[config.mk]
export PLATFORM = sky130hd
export DESIGN_NAME = bounce_generator
export DESIGN_NICKNAME = d
export VERILOG_FILES = /design/src/rtl/bounce_gen_pkg.sv /design/src/rtl/lfsr16.sv /design/src/rtl/bounce_generator.sv
export SDC_FILE = /design/constraint.sdc
export NUM_CORES = 1
export LEC_CHECK = 0
export BUFFER_PORTS_ARGS = -buffer_cell sky130_fd_sc_hd__buf_2
export CAP_MARGIN = 20
export CORE_ASPECT_RATIO = 0.6
export CORE_MARGIN = 2
export CORE_UTILIZATION = 55
export DETAILED_ROUTE_END_ITERATION = 12
export PLACE_DENSITY = 0.71
export SKIP_LAST_GASP = 1
export SYNTH_ARGS = -nofsm -noshare
export SYNTH_HDL_FRONTEND = slang
export SYNTH_SLANG_ARGS = --single-unit
[constraint.sdc]
create_clock -name clk -period 2.3 [get_ports clk]
set_input_delay 0.46 -clock clk [delete_from_list [all_inputs] [get_ports clk]]
set_output_delay 0.46 -clock clk [all_outputs]
set_load 0.01 [all_outputs]
[src/rtl/bounce_gen_pkg.sv]
// Shared types and constants for the contact-bounce emulator.
// The LFSR tap mask is only consumed when BOUNCE_RANDOM_EN is defined.
package bounce_gen_pkg;

    typedef enum logic [1:0] {
        IDLE   = 2'd0,
        BOUNCE = 2'd1,
        SETTLE = 2'd2
    } bounce_state_e;

    // Fibonacci taps 16,14,13,11 expressed as bit positions 15,13,12,10.
    localparam logic [15:0] LFSR_TAP_MASK = 16'hB400;

    localparam int unsigned DEF_BOUNCE_COUNT    = 7;
    localparam int unsigned DEF_TOGGLE_INTERVAL = 50;
    localparam int unsigned DEF_SETTLE_CYCLES   = 200;
    localparam logic [15:0] DEF_LFSR_SEED       = 16'hACE1;

endpackage

[src/rtl/lfsr16.sv]
// 16-bit Fibonacci LFSR, advances every cycle out of reset and reloads the seed in reset.
module lfsr16
    import bounce_gen_pkg::*;
(
    input  logic        clk,
    input  logic        reset_n,
    input  logic [15:0] seed,
    output logic [15:0] value
);

    always_ff @(posedge clk or negedge reset_n) begin
        if (!reset_n) begin
            value <= seed;
        end else begin
            value <= {value[14:0], ^(value & LFSR_TAP_MASK)};
        end
    end

endmodule

[src/rtl/bounce_generator.sv]
// Emulates a bouncing mechanical contact: a burst of chatter toggles, then a settled level.
// Define BOUNCE_RANDOM_EN for LFSR-randomised toggle spacing instead of a fixed interval.
module bounce_generator
    import bounce_gen_pkg::*;
#(
    parameter int unsigned BOUNCE_COUNT    = DEF_BOUNCE_COUNT,
    parameter int unsigned TOGGLE_INTERVAL = DEF_TOGGLE_INTERVAL,
    parameter int unsigned SETTLE_CYCLES   = DEF_SETTLE_CYCLES,
    parameter logic [15:0] LFSR_SEED       = DEF_LFSR_SEED
) (
    input  logic clk,
    input  logic reset_n,
    input  logic level_in,
    output logic noisy,
    output logic busy,
    output logic settled
);

    localparam logic [7:0]  TOGGLE_LOAD = 8'(BOUNCE_COUNT - 1);
    localparam logic [15:0] SETTLE_LOAD = 16'(SETTLE_CYCLES - 1);

    if (BOUNCE_COUNT == 0 || BOUNCE_COUNT > 255) begin : g_bad_bounce_count
        $error("bounce_generator: BOUNCE_COUNT must be 1..255");
    end
    if (TOGGLE_INTERVAL == 0 || TOGGLE_INTERVAL > 65535) begin : g_bad_toggle_interval
        $error("bounce_generator: TOGGLE_INTERVAL must be 1..65535");
    end
    if (SETTLE_CYCLES == 0 || SETTLE_CYCLES > 65535) begin : g_bad_settle_cycles
        $error("bounce_generator: SETTLE_CYCLES must be 1..65535");
    end
    if (LFSR_SEED == 16'h0000) begin : g_bad_lfsr_seed
        $error("bounce_generator: LFSR_SEED must be nonzero");
    end

    bounce_state_e state;
    logic          target;
    logic [7:0]    toggle_cnt;
    logic [15:0]   interval_cnt;
    logic [15:0]   settle_cnt;
    logic [15:0]   interval_load;

    // Counter holds spacing-1 because the toggle fires on the edge that sees zero.
`ifdef BOUNCE_RANDOM_EN
    logic [15:0] lfsr_value;

    lfsr16 u_lfsr16 (
        .clk     (clk),
        .reset_n (reset_n),
        .seed    (LFSR_SEED),
        .value   (lfsr_value)
    );

    assign interval_load = 16'(32'(lfsr_value[7:0]) % TOGGLE_INTERVAL);
`else
    assign interval_load = 16'(TOGGLE_INTERVAL - 1);
`endif

    always_ff @(posedge clk or negedge reset_n) begin
        if (!reset_n) begin
            state        <= IDLE;
            noisy        <= 1'b0;
            busy         <= 1'b0;
            settled      <= 1'b0;
            target       <= 1'b0;
            toggle_cnt   <= 8'd0;
            interval_cnt <= 16'd0;
            settle_cnt   <= 16'd0;
        end else begin
            settled <= 1'b0;
            unique case (state)
                IDLE: begin
                    if (level_in != noisy) begin
                        target       <= level_in;
                        noisy        <= ~noisy;
                        toggle_cnt   <= TOGGLE_LOAD;
                        interval_cnt <= interval_load;
                        busy         <= 1'b1;
                        state        <= BOUNCE;
                    end
                end
                BOUNCE: begin
                    if (interval_cnt != 16'd0) begin
                        interval_cnt <= interval_cnt - 16'd1;
                    end else if (toggle_cnt != 8'd0) begin
                        noisy        <= ~noisy;
                        toggle_cnt   <= toggle_cnt - 8'd1;
                        interval_cnt <= interval_load;
                    end else begin
                        // Final level is forced regardless of how many toggles preceded it.
                        noisy      <= target;
                        settle_cnt <= SETTLE_LOAD;
                        state      <= SETTLE;
                    end
                end
                SETTLE: begin
                    noisy <= target;
                    if (settle_cnt != 16'd0) begin
                        settle_cnt <= settle_cnt - 16'd1;
                    end else begin
                        settled <= 1'b1;
                        busy    <= 1'b0;
                        state   <= IDLE;
                    end
                end
                default: state <= IDLE;
            endcase
        end
    end

endmodule
### After elaboration in Yosys (flattened, before gate mapping)

Cells that the tools add are included.

| storage, ports and cells | value |
|---|---|
| flip-flop bits (word level) | 46 |
| word-level logic and storage cells | 63 |
| output and inout bits | 3 |
| input port bits | 3 |

| operators by class | value |
|---|---|
| muxes and demuxes | 26 |
| reductions and logical operators | 15 |
| bitwise gates (word level) | 1 |
| add/sub/neg operators | 3 |
| equal/unequal tests | 10 |

Operator list:

| kind | count |
|---|---|
| 16-bit 2-to-1 mux | 6 |
| 16-bit one-hot mux with 2 select lines | 2 |
| 16-bit nonzero test | 2 |
| 16-bit by 1-bit subtractor with 16-bit output (second input constant) | 2 |
| 8-bit 2-to-1 mux | 3 |
| 8-bit one-hot mux with 2 select lines | 1 |
| 2-bit != test (second input constant) | 6 |
| 4-bit AND reduction | 3 |
| 3-bit AND reduction | 3 |
| 2-bit 2-to-1 mux | 4 |
| 8-bit nonzero test | 1 |
| 8-bit by 1-bit subtractor with 8-bit output (second input constant) | 1 |
| 1-bit 2-to-1 mux | 7 |
| 2-bit one-hot mux with 3 select lines | 1 |
| 2-bit nonzero test | 3 |
| 3-bit != test (second input constant) | 1 |
| 1-bit one-hot mux with 3 select lines | 1 |
| 3-bit nonzero test | 1 |
| 2-bit by 1-bit equality test with 1-bit output (second input constant) | 1 |
| 2-bit equality test (second input constant) | 1 |
| 2-bit zero test | 1 |
| 1-bit one-hot mux with 2 select lines | 1 |
| 2-bit AND reduction | 1 |
| 1-bit != test | 1 |
| 1-bit NOT | 1 |

### Depth between registers and ports, before layout

Gate-level depths: netlist (run 1).

| depth | value |
|---|---|
| word-level depth | 4 |
| depth in mapped cells | 9 |
| depth with buffers taken out | 8 |

### Worst setup path before layout (run 1)

No wires, ideal clock.

| timing | value |
|---|---|
| kind | flip-flop to flip-flop |
| from | register settle_cnt[0] |
| to | register state[0] |
| path slack | 189 ps |
| library setup time | 125 ps |
| clock period less this slack | 2,111 ps |
| required time | 2,175 ps |
| data arrival time | 1,986 ps |
| path buffers | 0 |
| cell stages (with the launch flop) | 8 |
| cells stage by stage | dfrtp_1 -> inv_1 -> ha_1 -> or4b_2 -> nor4_2 -> o21ai_1 -> nor2_1 -> mux2_2 |

| on the way | value |
|---|---|
| word-level cells in the longest chain between the ends | 3 |

Ends and longest elaborated chain:

| element | line | source |
|---|---|---|
| from (decl) | bounce_generator.sv:39 | `logic [15:0] settle_cnt;` |
| from (signal assigned) | bounce_generator.sv:98 | `settle_cnt <= settle_cnt - 16'd1;` |
| 16-bit nonzero test | bounce_generator.sv:97 | `if (settle_cnt != 16'd0) begin` |
| 2-bit != test (no source line) | -- |  |
| 4-bit AND reduction (no source line) | -- |  |
| to (signal assigned) | bounce_generator.sv:92 | `state <= SETTLE;` |
| to (signal assigned) | bounce_generator.sv:102 | `state <= IDLE;` |
| to (signal assigned) | bounce_generator.sv:105 | `default: state <= IDLE;` |
| to (decl) | bounce_generator.sv:35 | `bounce_state_e state;` |

No other way between the ends.
A chain may end at the register's enable or synchronous reset.

### Final worst setup path (run 1)

| timing | value |
|---|---|
| from | register settle_cnt[2] |
| to | register settle_cnt[15] |

| on the way | value |
|---|---|
| word-level cells in the longest chain between the ends | 3 |
| elaborated cells between the ends (all ways) | 6 |
| classes of those cells | add/sub: 1; eq/ne: 1; mux: 2; reduce/logical: 2 |

Ends and longest elaborated chain:

| element | line |
|---|---|
| 16-bit by 1-bit subtractor with 16-bit output / 16-bit nonzero test (equally long branches) | bounce_generator.sv:98, bounce_generator.sv:97 |
| 16-bit 2-to-1 mux / 2-bit != test (equally long branches) | -- |
| 16-bit one-hot mux with 2 select lines / 4-bit AND reduction (equally long branches) | -- |

Several ways; a longest one is shown, not always the timed one. The select of a mux whose other input is x is not followed.

==> results.md, run 1 <==
* Top delay family on crit path: simple AND/OR/NAND/NOR gates
* Leading area contributor after synthesis: dfrtp_1
* Sw Share at between 40 and 50%
* Hold Buf Count CTS at 0
* Area grow syn2layout at 16.80%
* Total Routing Usage GR at approximately a quarter
* Final period utilization at a little over nine tenths
* CP startpoint kind: flip-flop
* GRT Residual Overflow at 0
* Synth cell count leaders: 46 x dfrtp_1, 29 x a21oi_1, 22 x o21ai_0
* Syn_nets at 330
* Final Skew at 0.01043 ns
* Worst Tran Pin Value at slightly below 0.6 ns
* Final hold slack at between 0.1 and 0.15 ns
* DR vias at around 2700
* #FFs+latches synth at between 40 and 50
* Drt wl/cell at around 18 um
* CTS tree: done
* Grt met2 use at a little over a third
* Die Ht at between 60 and 70 um
* Internal power at 1963 uW
* Main synth FF type: dfrtp_1
* Post-route DRC at 0
* Status: finished clean
* Fin. Hold Viols at 0
* Clk buf depth at 2
* Initial antenna violation count at 0
* Most frequent cell after synthesis: dfrtp_1
* Net switching power at around 1700 uW
* Placed cell areas at between 0.003 and 0.004 mm^2
* Routing usage on met3 at 6.901%
* Root Driver: clkbuf_8
* Setup CP Type: reg2reg
* Part of the power in registers at 35.1%
* Max-cap viol count at 0
* R2R setup slack at 0.04 ns
* Worst-path clk slew at 0.09 ns
* TritonCTS Buffers at 5
* Ys async rst share at 100.0%
* Util after Layout at approximately 67%
* Row count at 20
* Post-synthesis sequential area ratio at slightly below 40%
* Finished layout cell area at ~0.0034 mm^2
* Post-Syn Instances at 318
* Combinational power share at 50.3%
* Yosys top cell area share at 39.72%
* Post-route minimum period at between 2 and 2.5 ns
* Largest net degree at the start of global routing at 25
* Number of global-route vias before repair at about 2500
* Synthesized area at between 0.002 and 0.003 mm^2
* Post-synth EDFFs at 0
* CTS sink count at between 40 and 50
* Critical path's slowest cell: or4_1
* Final Setup Violations at 0
* P_leak at ~0.0013 uW
* Power Density at about 1100 mW/mm^2
* Max Slew Vio Count at 0
* DR pass1 iterations at 4
* H-tree levels at 2
* Final Net Count at 362
* Mean Syn Cell Area at slightly above 9 um^2
* Initial Util at 57.04%
* CP endpoint kind: flip-flop
* Top cells by area, synth: dfrtp_1 40%, a21oi_1 5.0%, ha_1 3.9%
* Most used cell, CP: or4_1
* DRT iter0 DRCs at 163
* Busiest metal layer after global routing: met1
* RSZ-0062 raised after global routing: yes
* Slew HR at about 60%
* Worst skew pair latency at just over 0.3 ns
* Cell breakdown of the critical path: or4_1 > buf_4 > nor2_1 > nand4_1 > or4_1 > a21oi_1
* Ys Warns at 0
* RR Startpoint: settle_cnt[2]
* Fraction of layout cells with a size suffix above 1 at a little under a quarter
* Final Wtd Congestion at approximately 0.95
* Crit path max fanout at 7
* Met1 track demand over resource at between 40% and 50%
* HPWL after detailed placement at around 5400 um
* R2r endpoint: settle_cnt[15]
* WP data arrival at ~2.5 ns
* Maximum vdd drop at between 0.6 and 0.7 mV
* Fmax achieved at 0.4429 GHz
* Post-DRT Antenna Nets at 0
* DR vias/cell at approximately 6.4
* CP required at 2.53 ns
* # port buffers at 5
* Die X at 97.71 um
* Clock share of power at between 10 and 15%
* First-pass GRT wire length at between 10000 and 15000 um
* Routed WL at about 7300 um
* Ant. Diodes at 0
* Tightest Hold Check Type: in2async
* Core region area at 0.005080 mm^2
* Num ports at 6
* Biggest cell delay along the critical path at between 0.6 and 0.7 ns
* Die ar. at roughly 0.006 mm^2
* CP bufs+invs at 1
* Cell count of the worst reg-to-reg path at 6
* Netlist cell types at just over 60
[worst max-delay path by stage]
| stage | depth (start not counted) | start | endpoint | slack [ns] |
|---|---|---|---|---|
| 2_1_floorplan | 7 | settle_cnt[0] | state[0] | 0.19 |
| 3_3_place_gp | 5 | interval_cnt[13] | toggle_cnt[1] | 0.004 |
| 3_5_place_dp | 8 | toggle_cnt[1] | interval_cnt[13] | -0.06 |
| 4_1_cts | 9 | toggle_cnt[1] | settle_cnt[7] | -0.003 |
| 5_1_grt | 6 | interval_cnt[13] | settle_cnt[3] | -0.06 |
| 6_report | 6 | settle_cnt[2] | settle_cnt[15] | 0.04 |
[cells in the final DEF (no fill, tap or decap), drive strengths merged, types with 2 or more instances in the layout]
cell type / instances
dfrtp: 46
buf: 38
a21oi: 31
o21ai: 25
nor2: 20
or3: 18
nand2: 16
inv: 14
nor4: 13
or4: 12
nand3: 12
nand4: 10
nor3: 10
o31ai: 9
ha: 9
a31oi: 7
or2: 6
clkbuf: 6
o211ai: 4
nor4b: 3
nand2b: 3
o21a: 3
and2: 2
mux2i: 2
and3: 2
xnor2: 2
xor2: 2
and4: 2
or4b: 2
[kinds of logic after synthesis]
logic type | Yosys count | share of synthesized area (%)
flip-flops | 46 | 39.72
adder cells (fa/ha/maj) | 9 | 3.886
buffers and inverters | 27 | 4.232
XOR/XNOR | 4 | 1.209
AND/OR/NAND/NOR | 137 | 29.88
AO/OA/AOI/OAI | 92 | 19.99
multiplexers | 3 | 1.079
[power groups by stage]
stage	clock (uW)	combinational [uW]	sequential (uW)
2_1_floorplan	0	1170	1200
3_3_place_gp	0	1650	1250
3_5_place_dp	0	1690	1260
4_1_cts	540	1720	1250
5_1_grt	568	2010	1300
6_report	529	1820	1270
[area by class of cell]
cell class / count / area, um^2
Multi-Input combinational cell: 245 / 1705
Fill cell: 410 / 1695
Sequential cell: 46 / 1151
Timing Repair Buffer: 38 / 297.8
Clock buffer: 6 / 82.58
Tap cell: 66 / 82.58
Inverter: 14 / 52.55
Clock inverter: 2 / 12.51
[metrics by stage]
stage / setup TNS (ns) / setup WS (ns) / cells / total power (uW)
3_5_place_dp: -0.2521 / -0.06193 / 407 / 2954
6_report: 0 / 0.04222 / 417 / 3614
4_1_cts: -0.003466 / -0.003466 / 415 / 3509
3_3_place_gp: 0 / 0.004212 / 407 / 2899
2_1_floorplan: 0 / 0.1895 / 318 / 2376
5_1_grt: -0.1091 / -0.05509 / 417 / 3875
[per-layer routing]
layer / wire [um] / vias to the layer above
met5: 0 / -
met4: 66 / 0
met3: 561 / 7
met2: 2863 / 105
met1: 3853 / 1283
li1: - / 1278
[repair_timing]
item                       in CTS  in global routing
buffers inserted                0                  2
resized for setup               3                 11
pin swaps                       0                  2
gates cloned                    0                  0
hold endpoints to repair        0                  0
setup endpoints to repair      12                 38
[flip-flops by register name (all words and copies together), names as in the netlist]
signal and cells:
busy 1, interval_cnt 16, noisy 1, settle_cnt 16
settled 1, state 2, target 1, toggle_cnt 8
[worst register-to-register path, cell delays in order, from the launching register on]
cell and delay [ns]:
dfrtp_1 0.47, or4_1 0.62, buf_4 0.22, nor2_1 0.14
nand4_1 0.15, or4_1 0.42, a21oi_1 0.17
(Power assumes the default switching activity.)
==> inputs of run 2 (changes only) <==
CORE_UTILIZATION = 46   (was 55)
PLACE_DENSITY = unset   (was 0.71)
==> results.md, run 2 (synthesized netlist as in run 1, its figures left out) <==
* Status: finished clean
* P_leak at around 0.0014 uW
* Final period utilization at 96.10%
* Placed Cells incl. Taps at between 400 and 500
* # port buffers at 5
* DR vias/cell at between 6 and 7
* Num ports at 6
* Combinational power share at between 50 and 60%
* Tightest Hold Check Type: in2async
* Fill count at around 570
* Final Setup Violations at 0
* Sw Share at about 45%
* DR vias at ~2700
* Biggest cell delay along the critical path at between 0.7 and 0.8 ns
* Initial antenna violation count at 0
* Max Slew Vio Count at 0
* Die Ht at 65.48 um
* Part of the power in registers at about 34%
* H-tree levels at 2
* Root Driver: clkbuf_8
* Largest net degree at the start of global routing at 25
* Util after Layout at a little under three fifths
* Crit path max fanout at 7
* DR pass1 iterations at 5
* Worst skew pair latency at between 0.3 and 0.4 ns
* CP required at between 2 and 3 ns
* WP data arrival at around 2.4 ns
* Die ar. at 0.006971 mm^2
* Core region area at 0.006111 mm^2
* Post-route DRC at 0
* CTS sink count at 46
* Maximum vdd drop at 0.4512 mV
* Setup CP Type: reg2reg
* Drt wl/cell at ~17 um
* Power Density at about 1100 mW/mm^2
* Total Routing Usage GR at about a quarter
* Commonest non-fill, non-tap cell in the layout: dfrtp_1
* Final Skew at between 0.005 and 0.006 ns
* Worst Tran Pin Value at a little under 0.6 ns
* Layout Cells excl Fill at 440
* Commonest non-fill, non-tap cells in the layout: 46 x dfrtp_1, 37 x buf_4, 29 x a21oi_1
* Final Net Count at roughly 370
* Clock share of power at around 14%
* Area grow syn2layout at 19.04%
* Routed WL at ~7600 um
* CTS tree: done
* Fin. Hold Viols at 0
* DRT iter0 DRCs at 212
* Post-route minimum period at about 2.2 ns
* Worst-path clk slew at approximately 0.080 ns
* GRT Residual Overflow at 0
* Die X at 106.5 um
* Post-DRT Antenna Nets at 0
* First-pass GRT wire length at roughly 13000 um
* Fraction of layout cells with a size suffix above 1 at between 20% and 30%
* Slew HR at roughly three fifths
* Critical path's slowest cell: or4_1
* Initial Util at between 40% and 50%
* RSZ-0062 raised after global routing: yes
* Clk buf depth at 2
* CP startpoint kind: flip-flop
* Number of global-route vias before repair at between 2000 and 2500
* Final Wtd Congestion at a little under 0.9
* Row count at 22
* TritonCTS Buffers at 5
* Cell breakdown of the critical path: or4_1 > nor4_4 > o21ai_2 > nor2_2 > mux2_2
* Ant. Diodes at 0
* Max-cap viol count at 0
* Largest registers: interval_cnt x16, settle_cnt x16, toggle_cnt x8
* CP endpoint kind: flip-flop
* Fmax achieved at 0.4524 GHz
* HPWL after detailed placement at approximately 5700 um
* Net switching power at 1665 uW
* Internal power at around 2000 uW
## run 2: cell count changes in the layout (fill, tap and decap cells not counted), sizes merged
cell,change
buf,+5
clkbuf,+1
clkinvlp,-1
## run 2: cell type report
cell class / count / area [um^2] / share of cell area [%]
Clock buffer: 7 / 86.33 / 2.503
Clock inverter: 1 / 5.005 / 0.1451
Sequential cell: 46 / 1151 / 33.37
Inverter: 14 / 52.55 / 1.523
Tap cell: 84 / 105.1 / 3.047
Multi-Input combinational cell: 245 / 1727 / 50.05
Timing Repair Buffer: 43 / 322.8 / 9.358
## run 2: final timing paths
check	slack, ns	cells after the start	start	to
min in group clk	0.49	3	level_in	noisy
max in group asynchronous	1.63	2	reset_n	interval_cnt[9]
max	0.09	5	settle_cnt[4]	state[0]
min reg2reg	0.54	1	busy	busy
max reg2reg	0.09	5	settle_cnt[4]	state[0]
min	0.14	1	reset_n	settle_cnt[8]
## run 2: power groups by stage
stage	clock network, uW	registers, uW	logic, uW
2_1_floorplan	0	1200	1170
4_1_cts	540	1230	1830
3_3_place_gp	0	1230	1770
5_1_grt	582	1280	2160
6_report	524	1250	1940
3_5_place_dp	0	1240	1800
## run 2: worst max-delay path, delay by kind of cell (launching register included)
family	cells	cell delay, ns
multiplexers	1	0.34
AND/OR/NAND/NOR	3	1.23
flip-flops	1	0.42
AO/OA/AOI/OAI	1	0.11
## run 2: metal layers
layer / track usage (%) / routed length [um] / vias up
li1: - / - / 1298
met3: 4.960 / 477 / 7
met1: 38.71 / 4227 / 1286
met2: 29.97 / 2779 / 75
met4: 6.006 / 74 / 0
met5: 0 / 0 / -
## run 2: repair_timing
| action | CTS | global route |
|---|---|---|
| pin swaps | 0 | 5 |
| endpoints found under the setup margin | 12 | 38 |
| setup buffers | 0 | 5 |
| hold buffers | 0 | 0 |
| resized for setup | 4 | 16 |
| endpoints found under the hold margin | 0 | 0 |
| cloned | 0 | 0 |
## run 2: per-stage QoR
stage / TNS, ns / setup WS, ns / instance area [um^2] / hold WS (ns) / power (uW)
finish: 0 / 0.08961 / 3450 / 0.1433 / 3715
global route: -0.02062 / -0.01334 / 3450 / 0.1830 / 4017
CTS: -0.01023 / -0.005711 / 3331 / 0.1646 / 3598
detailed placement: -0.02562 / -0.01571 / 3218 / 0.4999 / 3037
global placement: -0.1903 / -0.05816 / 3218 / 0.4914 / 3007
floorplan: 0 / 0.1895 / 2898 / 0.1644 / 2376
